`src/rtl/magcom_arbiter.sv`:
```
// magcom_arbiter: round-robin scheduler sharing one 4-bit unsigned magnitude
// comparator among four requesters. A grant captures the winner's operand
// pair; the following cycle produces registered e/g/l flags tagged with the
// requester index.
module magcom_arbiter (
    input  logic        clk,
    input  logic        rst,
    input  logic [3:0]  req,
    input  logic [15:0] a_bus,
    input  logic [15:0] b_bus,
    output logic [3:0]  gnt,
    output logic        busy,
    output logic        res_valid,
    output logic [1:0]  res_id,
    output logic        res_e,
    output logic        res_g,
    output logic        res_l
);

    typedef enum logic {
        S_IDLE = 1'b0,
        S_CMP  = 1'b1
    } state_t;

    state_t      r_state;
    logic [1:0]  r_ptr;
    logic [1:0]  r_cur_id;
    logic [3:0]  r_op_a;
    logic [3:0]  r_op_b;
    logic [3:0]  r_gnt;
    logic        r_busy;
    logic        r_res_valid;
    logic [1:0]  r_res_id;
    logic        r_res_e;
    logic        r_res_g;
    logic        r_res_l;

    logic        w_found;
    logic [1:0]  w_winner;
    logic [1:0]  w_idx;
    logic [3:0]  w_sel_a;
    logic [3:0]  w_sel_b;
    logic        w_eq;
    logic        w_gt;
    logic        w_lt;

    // Round-robin search: first set request at ptr, ptr+1, ptr+2, ptr+3 (mod 4).
    always_comb begin
        // NOTE: every combinational output gets a default first so no path
        // leaves it unassigned, which would otherwise infer a latch.
        w_found  = 1'b0;
        w_winner = r_ptr;
        w_idx    = r_ptr;
        for (int k = 0; k < 4; k++) begin
            w_idx = r_ptr + 2'(k);
            if (!w_found && req[w_idx]) begin
                w_found  = 1'b1;
                w_winner = w_idx;
            end
        end
    end

    // Winner's operand nibbles and the shared unsigned comparator.
    assign w_sel_a = a_bus[{w_winner, 2'b00} +: 4];
    assign w_sel_b = b_bus[{w_winner, 2'b00} +: 4];
    assign w_eq    = (r_op_a == r_op_b);
    assign w_gt    = (r_op_a >  r_op_b);
    assign w_lt    = (r_op_a <  r_op_b);

    // Arbitration FSM with registered grant, busy and result outputs.
    always_ff @(posedge clk) begin
        if (rst) begin
            r_state     <= S_IDLE;
            r_ptr       <= 2'd0;
            r_cur_id    <= 2'd0;
            r_op_a      <= 4'd0;
            r_op_b      <= 4'd0;
            r_gnt       <= 4'b0000;
            r_busy      <= 1'b0;
            r_res_valid <= 1'b0;
            r_res_id    <= 2'd0;
            r_res_e     <= 1'b0;
            r_res_g     <= 1'b0;
            r_res_l     <= 1'b0;
        end else begin
            // NOTE: state updates use non-blocking assignments so every
            // register samples pre-edge values regardless of statement order.
            r_res_valid <= 1'b0;
            case (r_state)
                S_IDLE: begin
                    if (w_found) begin
                        r_gnt    <= 4'b0001 << w_winner;
                        r_op_a   <= w_sel_a;
                        r_op_b   <= w_sel_b;
                        r_cur_id <= w_winner;
                        r_busy   <= 1'b1;
                        r_state  <= S_CMP;
                    end
                end
                S_CMP: begin
                    r_res_e     <= w_eq;
                    r_res_g     <= w_gt;
                    r_res_l     <= w_lt;
                    r_res_id    <= r_cur_id;
                    r_res_valid <= 1'b1;
                    r_gnt       <= 4'b0000;
                    r_busy      <= 1'b0;
                    r_ptr       <= r_cur_id + 2'd1;
                    r_state     <= S_IDLE;
                end
                default: r_state <= S_IDLE;
            endcase
        end
    end

    assign gnt       = r_gnt;
    assign busy      = r_busy;
    assign res_valid = r_res_valid;
    assign res_id    = r_res_id;
    assign res_e     = r_res_e;
    assign res_g     = r_res_g;
    assign res_l     = r_res_l;

endmodule

```
`config.mk`:
```
export PLATFORM = sky130hd
export DESIGN_NAME = magcom_arbiter
export DESIGN_NICKNAME = d
export VERILOG_FILES = /design/src/rtl/magcom_arbiter.sv
export SDC_FILE = /design/constraint.sdc
export NUM_CORES = 1
export LEC_CHECK = 0
export ABC_CLOCK_PERIOD_IN_PS = 1700
export BUFFER_PORTS_ARGS = -buffer_cell sky130_fd_sc_hd__buf_4
export CAP_MARGIN = 10
export CORE_MARGIN = 3
export CORE_UTILIZATION = 47
export DETAILED_ROUTE_END_ITERATION = 12
export GPL_TIMING_DRIVEN = 0
export MAX_ROUTING_LAYER = met4
export PLACE_DENSITY = 0.78
export SYNTH_ARGS = -nofsm -noshare
export SYNTH_HDL_FRONTEND = slang
export SYNTH_SLANG_ARGS = --single-unit
```
`constraint.sdc`:
```
create_clock -name clk -period 1.7 [get_ports clk]
set_input_delay 0.34 -clock clk [delete_from_list [all_inputs] [get_ports clk]]
set_output_delay 0.34 -clock clk [all_outputs]
set_load 0.05 [all_outputs]
```
# [Word-level counts from Yosys, hierarchy flattened]
# Index checks and enable logic that the tools add are counted.
[classes] n_addsub=4 n_lt_le_gt_ge=6 n_eq_ne=2 shifts=3 mux=22 n_bitwise=1 reduce_logical=7
[ops] cell="variable part select 16 x 5 -> 4 bit" count=2
[ops] cell="less-than comparator 2 x 3 -> 1 bit, second input constant" count=4
[ops] cell="2-to-1 mux 1 bit" count=11
[ops] cell="binary-select mux 1 bit (select 2 bit)" count=4
[ops] cell="case mux 4 bit (2 select lines)" count=1
[ops] cell="2-to-1 mux 2 bit" count=3
[ops] cell="adder 2 x 1 -> 2 bit, second input constant" count=2
[ops] cell="adder 2 bit, second input constant" count=2
[ops] cell="== test 4 bit" count=1
[ops] cell="greater-than comparator 4 bit" count=1
[ops] cell="less-than comparator 4 bit" count=1
[ops] cell="2-to-1 mux 4 bit" count=1
[ops] cell="case mux 1 bit (2 select lines)" count=2
[ops] cell="left shift 1 x 2 -> 4 bit, first input constant" count=1
[ops] cell="logical AND 1 bit" count=3
[ops] cell="zero test 1 bit" count=3
[ops] cell="inequality test 2 bit, second input constant" count=1
[ops] cell="AND reduction 2 bit" count=1
[ops] cell="NOT 1 bit" count=1
[totals] reg_bits=24 inputBits=38 out_inout_bits=11 word_cells=57

# [Longest topological paths before layout]
[depth] word_depth=15 ltp_mapped=7 mapped_depth_nobuf=7

# [Worst setup path before layout]
# OpenSTA, ideal clock, no wires.
[synth_path] path_type="input to register" start="input req[0]" end="register r_op_a[0]" setup_time_ns=0.133 arrival_ns=1.400 required_time_ns=1.567 path_slack_ns=0.167 stages=5 path_buffers=0 path_cell_list="or4_1 nand2b_2 nor2_1 nand2_2 o221ai_1"
[synth_via] elab_chain_cells=13 word_cells_on_any_way=23 classes_between="1 x shift; 15 x mux; 7 x reduce/logical"
[synth_lines] item="start, declared" line_no="8" source="input logic [3:0] req,"
[synth_lines] item="binary-select mux 1 bit (select 2 bit)" line_no="56" source="if (!w_found && req[w_idx]) begin"
[synth_lines] item="2-to-1 mux 1 bit (not written as such)" line_no="56"
[synth_lines] item="2-to-1 mux 1 bit" line_no="56"
[synth_lines] item="zero test 1 bit" line_no="56"
[synth_lines] item="logical AND 1 bit" line_no="56"
[synth_lines] item="2-to-1 mux 1 bit" line_no="56"
[synth_lines] item="zero test 1 bit" line_no="56"
[synth_lines] item="logical AND 1 bit" line_no="56"
[synth_lines] item="2-to-1 mux 1 bit" line_no="56"
[synth_lines] item="zero test 1 bit" line_no="56"
[synth_lines] item="logical AND 1 bit" line_no="56"
[synth_lines] item="2-to-1 mux 2 bit / 2-to-1 mux 1 bit (equally long branches)" line_no="56"
[synth_lines] item="variable part select 16 x 5 -> 4 bit / AND reduction 2 bit (equally long branches)"
[synth_lines] item="end signal, assigned" line_no="93" source="r_op_a <= w_sel_a;"
[synth_lines] item="end, declared" line_no="28" source="logic [3:0] r_op_a;"
# Parallel ways exist; a longest one is shown, timed or not. The select of a mux whose other input is x is not followed.
# A chain may end at the register's enable or synchronous reset.

# [Worst setup path after layout]
[layout_path] start="register r_ptr[1]" end="register r_gnt[0] (netlist: gnt[0])"
[layout_via] elab_chain_cells=15 word_cells_on_any_way=28 classes_between="3 x add/sub; 1 x eq/ne; 1 x shift; 17 x mux; 6 x reduce/logical"
[layout_lines] item="start, declared" line_no="26" source="logic [1:0] r_ptr;"
[layout_lines] item="start signal, assigned" line_no="108" source="r_ptr <= r_cur_id + 2'd1;"
[layout_lines] item="parallel branches: the longest is 15 deep, another holds adder 2 x 1 -> 2 bit"
[layout_lines] item="end signal, assigned" line_no="92" source="r_gnt <= 4'b0001 << w_winner;"
[layout_lines] item="end, declared" line_no="30" source="logic [3:0] r_gnt;"
# Parallel ways; which one is timed is not known. The select of a mux whose other input is x is not followed.

==> impl_results.md <==
- Outcome: finished, final reports clean
- Initial antenna violation count: 0
- Adder-cell area share of the yosys netlist: 4.00%
- HP Start: rst
- Non-filler cells, final: 221
- CP Launch Type: flip-flop
- CTS tree: built
- Chip width: 57.6 um
- Main combinational cell family by area after synthesis: simple AND/OR/NAND/NOR gates
- Site row count: 18
- Final hold violation count: 0
- Ports: 49
- GR Util met1: 22.7%
- Pleak: 0.000782 uW
- Vias in the first global route: 1218
- Syn-to-layout area delta: 46.4%
- Critical Path RT: 1.96 ns
- Worst path arrival time: 1.94 ns
- Internal Power: 1050 uW
- Post-synthesis sequential area ratio: 38.4%
- Critical path's largest stage delay: 0.41 ns
- Post-Synth XOR/XNOR Area: 0.701%
- Post-synth net total: 178
- Flops & latches, synth: 24
- Drt wl/cell: 15.8 um
- Fillers: 184
- CP Cell Sequence: or3_1 > o21ai_2 > o31ai_2 > or3_1 > a21oi_1
- Core area: 2500 um^2
- Crit end category: flip-flop
- # diodes: 0
- Syn Inst Count: 136
- H-tree depth: 1
- Max VDD drop: 0.000576 V
- Hold crit path type: in2reg
- GR Util met3: 2.94%
- Sw Pwr: 527 uW
- Setup violations, final: 0
- Skew final: 0.00471 ns
- DP Cell Count: 214
- Drt drc: 0
- R2r startpoint: r_ptr[1]
- Post-synthesis mux area share: 16.0%
- Root Buffer: clkbuf_4
- FMAX: 595 MHz
- Max Slew Vio Count: 0
- Post-synthesis simple-gate area fraction: 21.7%
- Wirelength, routed: 3490 um
- Clock tree sinks: 24
- Pre-Repair DR Iteration Count: 4
- Number of distinct library cells after synthesis: 34
- Worst slack at placement: -0.179 ns
- Initial cell density of the core: 50.0%
- CP max stage cell: or3_1
- Syn Area/Cell: 9.19 um^2
- Switching share of power: 33.5%
- Worst setup margin: 0.0202 ns
- Top delay family on crit path: simple AND/OR/NAND/NOR gates
- PwrDens: 859 nW/um^2
- Antenna viol nets, final: 0
- Total grt overflow: 0
- Fin crit share: 98.8%
- Kind of critical path: reg2reg
- Warnings, synthesis: 0
- Fin crit period: 1.68 ns
- Vias per std cell: 5.57
- Synth Cell Area: 1250 um^2
- Ratio of cells with drive above 1 in the final layout: 41.4%
- # nets final: 234
- Max transition margin: 59.6%
- Clk Latency, worst-skew pair: 0.33 ns
- Busiest grt layer: met2
- Worst path most repeated cell: or3_1
- Crit path launch: r_ptr[1]
- Max-cap violations: 0
- Vias: 1230
- Clk slew on worst S/H paths: 0.14 ns
- Largest net degree at the start of global routing: 14
- Clock share of power: 20.2%
- DR iter-0 viols: 34
- Dpl hpwl: 2480 um
- Total Die Area: 3310 um^2
- Seq pwr share: 42.1%
- Gr usage total: 20.5%
- Met2 GRT Util: 37.7%
- GPL Wtd Cong: 0.770
- Comb pwr share: 37.7%
- Max FO, Critical Path: 6
- IO buf count: 48
- Clock buffer depth: 2
- Cts bufs inserted: 3
- RSZ-0062 raised after global routing: yes
- Buffer and inverter count on the worst path: 0
- Slew @ Worst Pin: 0.601 ns
- Chip height: 57.6 um
- First-pass GRT wire length: 5260 um
- Compound-Gate Fraction of Synth Area: 15.4%
power by group through the flow:
stage / clock network [uW] / logic (uW) / registers, uW
after floorplan: 0 / 257 / 736
after global placement: 0 / 479 / 666
after detailed placement: 0 / 497 / 670
after CTS: 312 / 504 / 657
after global routing: 336 / 644 / 667
final: 318 / 593 / 661
what timing repair did:
item                       CTS  global route
setup buffers                0             1
pin swaps                    0             5
setup endpoints to repair    8            11
hold buffers                 0             0
cloned                       0             2
gates resized for setup      2            23
routing by layer:
| metal | wire (um) | up-vias |
|---|---|---|
| li1 | - | 603 |
| met1 | 1380 | 580 |
| met2 | 1870 | 41 |
| met3 | 199 | 6 |
| met4 | 36 | 0 |
| met5 | 0 | - |
stage by stage:
step                      hold slack [ns]  power (uW)  util [%]  cell area, um^2  setup TNS, ns
after global placement              0.444        1140      65.9             1650          -1.05
after floorplan                     0.455         993         -             1250              0
after global routing                0.216        1650      73.2             1830        -0.0278
after detailed placement            0.457        1170      65.9             1650          -1.22
after CTS                           0.214        1470      67.7             1690              0
final                               0.215        1570      73.2             1830              0
cell usage after synthesis:
cell,instances,area (um^2)
nand3_1,2,10.0
o21ai_1,1,5.00
nor2_1,10,37.5
buf_1,1,3.75
o31ai_1,1,7.51
inv_1,6,22.5
o21a_1,2,15.0
buf_2,1,5.00
a211o_1,1,8.76
nand3b_1,4,30.0
nor4_2,1,12.5
or4_1,1,7.51
o221ai_1,8,70.1
and2b_1,1,7.51
nand2b_2,1,8.76
nand2b_1,2,12.5
dfxtp_1,24,480
buf_4,1,7.51
o211a_1,1,10.0
ha_1,4,50.1
or3_1,7,43.8
clkbuf_1,2,7.51
a21oi_1,9,45.0
or2_2,1,6.26
nand2_2,2,12.5
nand2_1,9,33.8
o21ai_0,3,15.0
mux2i_1,20,200
or3b_1,1,8.76
xnor2_1,1,8.76
a211oi_1,1,7.51
nor2b_1,5,31.3
o31a_1,1,8.76
and4_1,1,8.76
cells in the final DEF (no fill, tap or decap), types with 3 or more instances in the layout:
cell,synthesis,layout
buf_4,1,49
dfxtp_1,24,20
mux2i_1,20,18
nor2_1,10,10
nand2_1,9,9
or3_1,7,7
a21oi_1,9,7
inv_1,6,5
nor2b_1,5,5
o221ai_1,8,5
nand3b_1,4,4
o221ai_2,0,3
ha_1,4,3
clkbuf_4,0,3
dfxtp_2,0,3
path summary, 6_finish.rpt:
check | to | slack [ns] | cells past startpoint
hold / removal | r_state | 0.22 | 2
setup reg to reg | gnt[0] | 0.02 | 5
setup / recovery | gnt[0] | 0.02 | 5
hold reg to reg | gnt[3] | 0.47 | 2
worst reg2reg max path: stages, from the launching register on:
cell and delay (ns):
dfxtp_4 0.39, or3_1 0.41, o21ai_2 0.11, o31ai_2 0.15
or3_1 0.38, a21oi_1 0.17
registers in the layout (all words and copies together) (netlist names), 2 cells and up:
name / flops
gnt: 4
r_op_a: 4
r_op_b: 4
r_cur_id: 2
r_ptr: 2
res_id: 2
logic make-up after synthesis:
family / count (synthesis)
AND/OR/NAND/NOR: 48
AO/OA/AOI/OAI: 28
flip-flops: 24
multiplexers: 20
buffers and inverters: 11
adder cells (fa/ha/maj): 4
XOR/XNOR: 1
cell type report:
class	instances	area, um^2	area share (%)
buffer	5	41.3	2.26
clock buffer	4	36.3	1.98
inverter	6	22.5	1.23
multi-input combinational	101	787	43.0
sequential	24	488	26.7
tap	30	37.5	2.05
timing repair buffer	51	418	22.8
No activity file was read; power rests on OpenSTA's default activity.
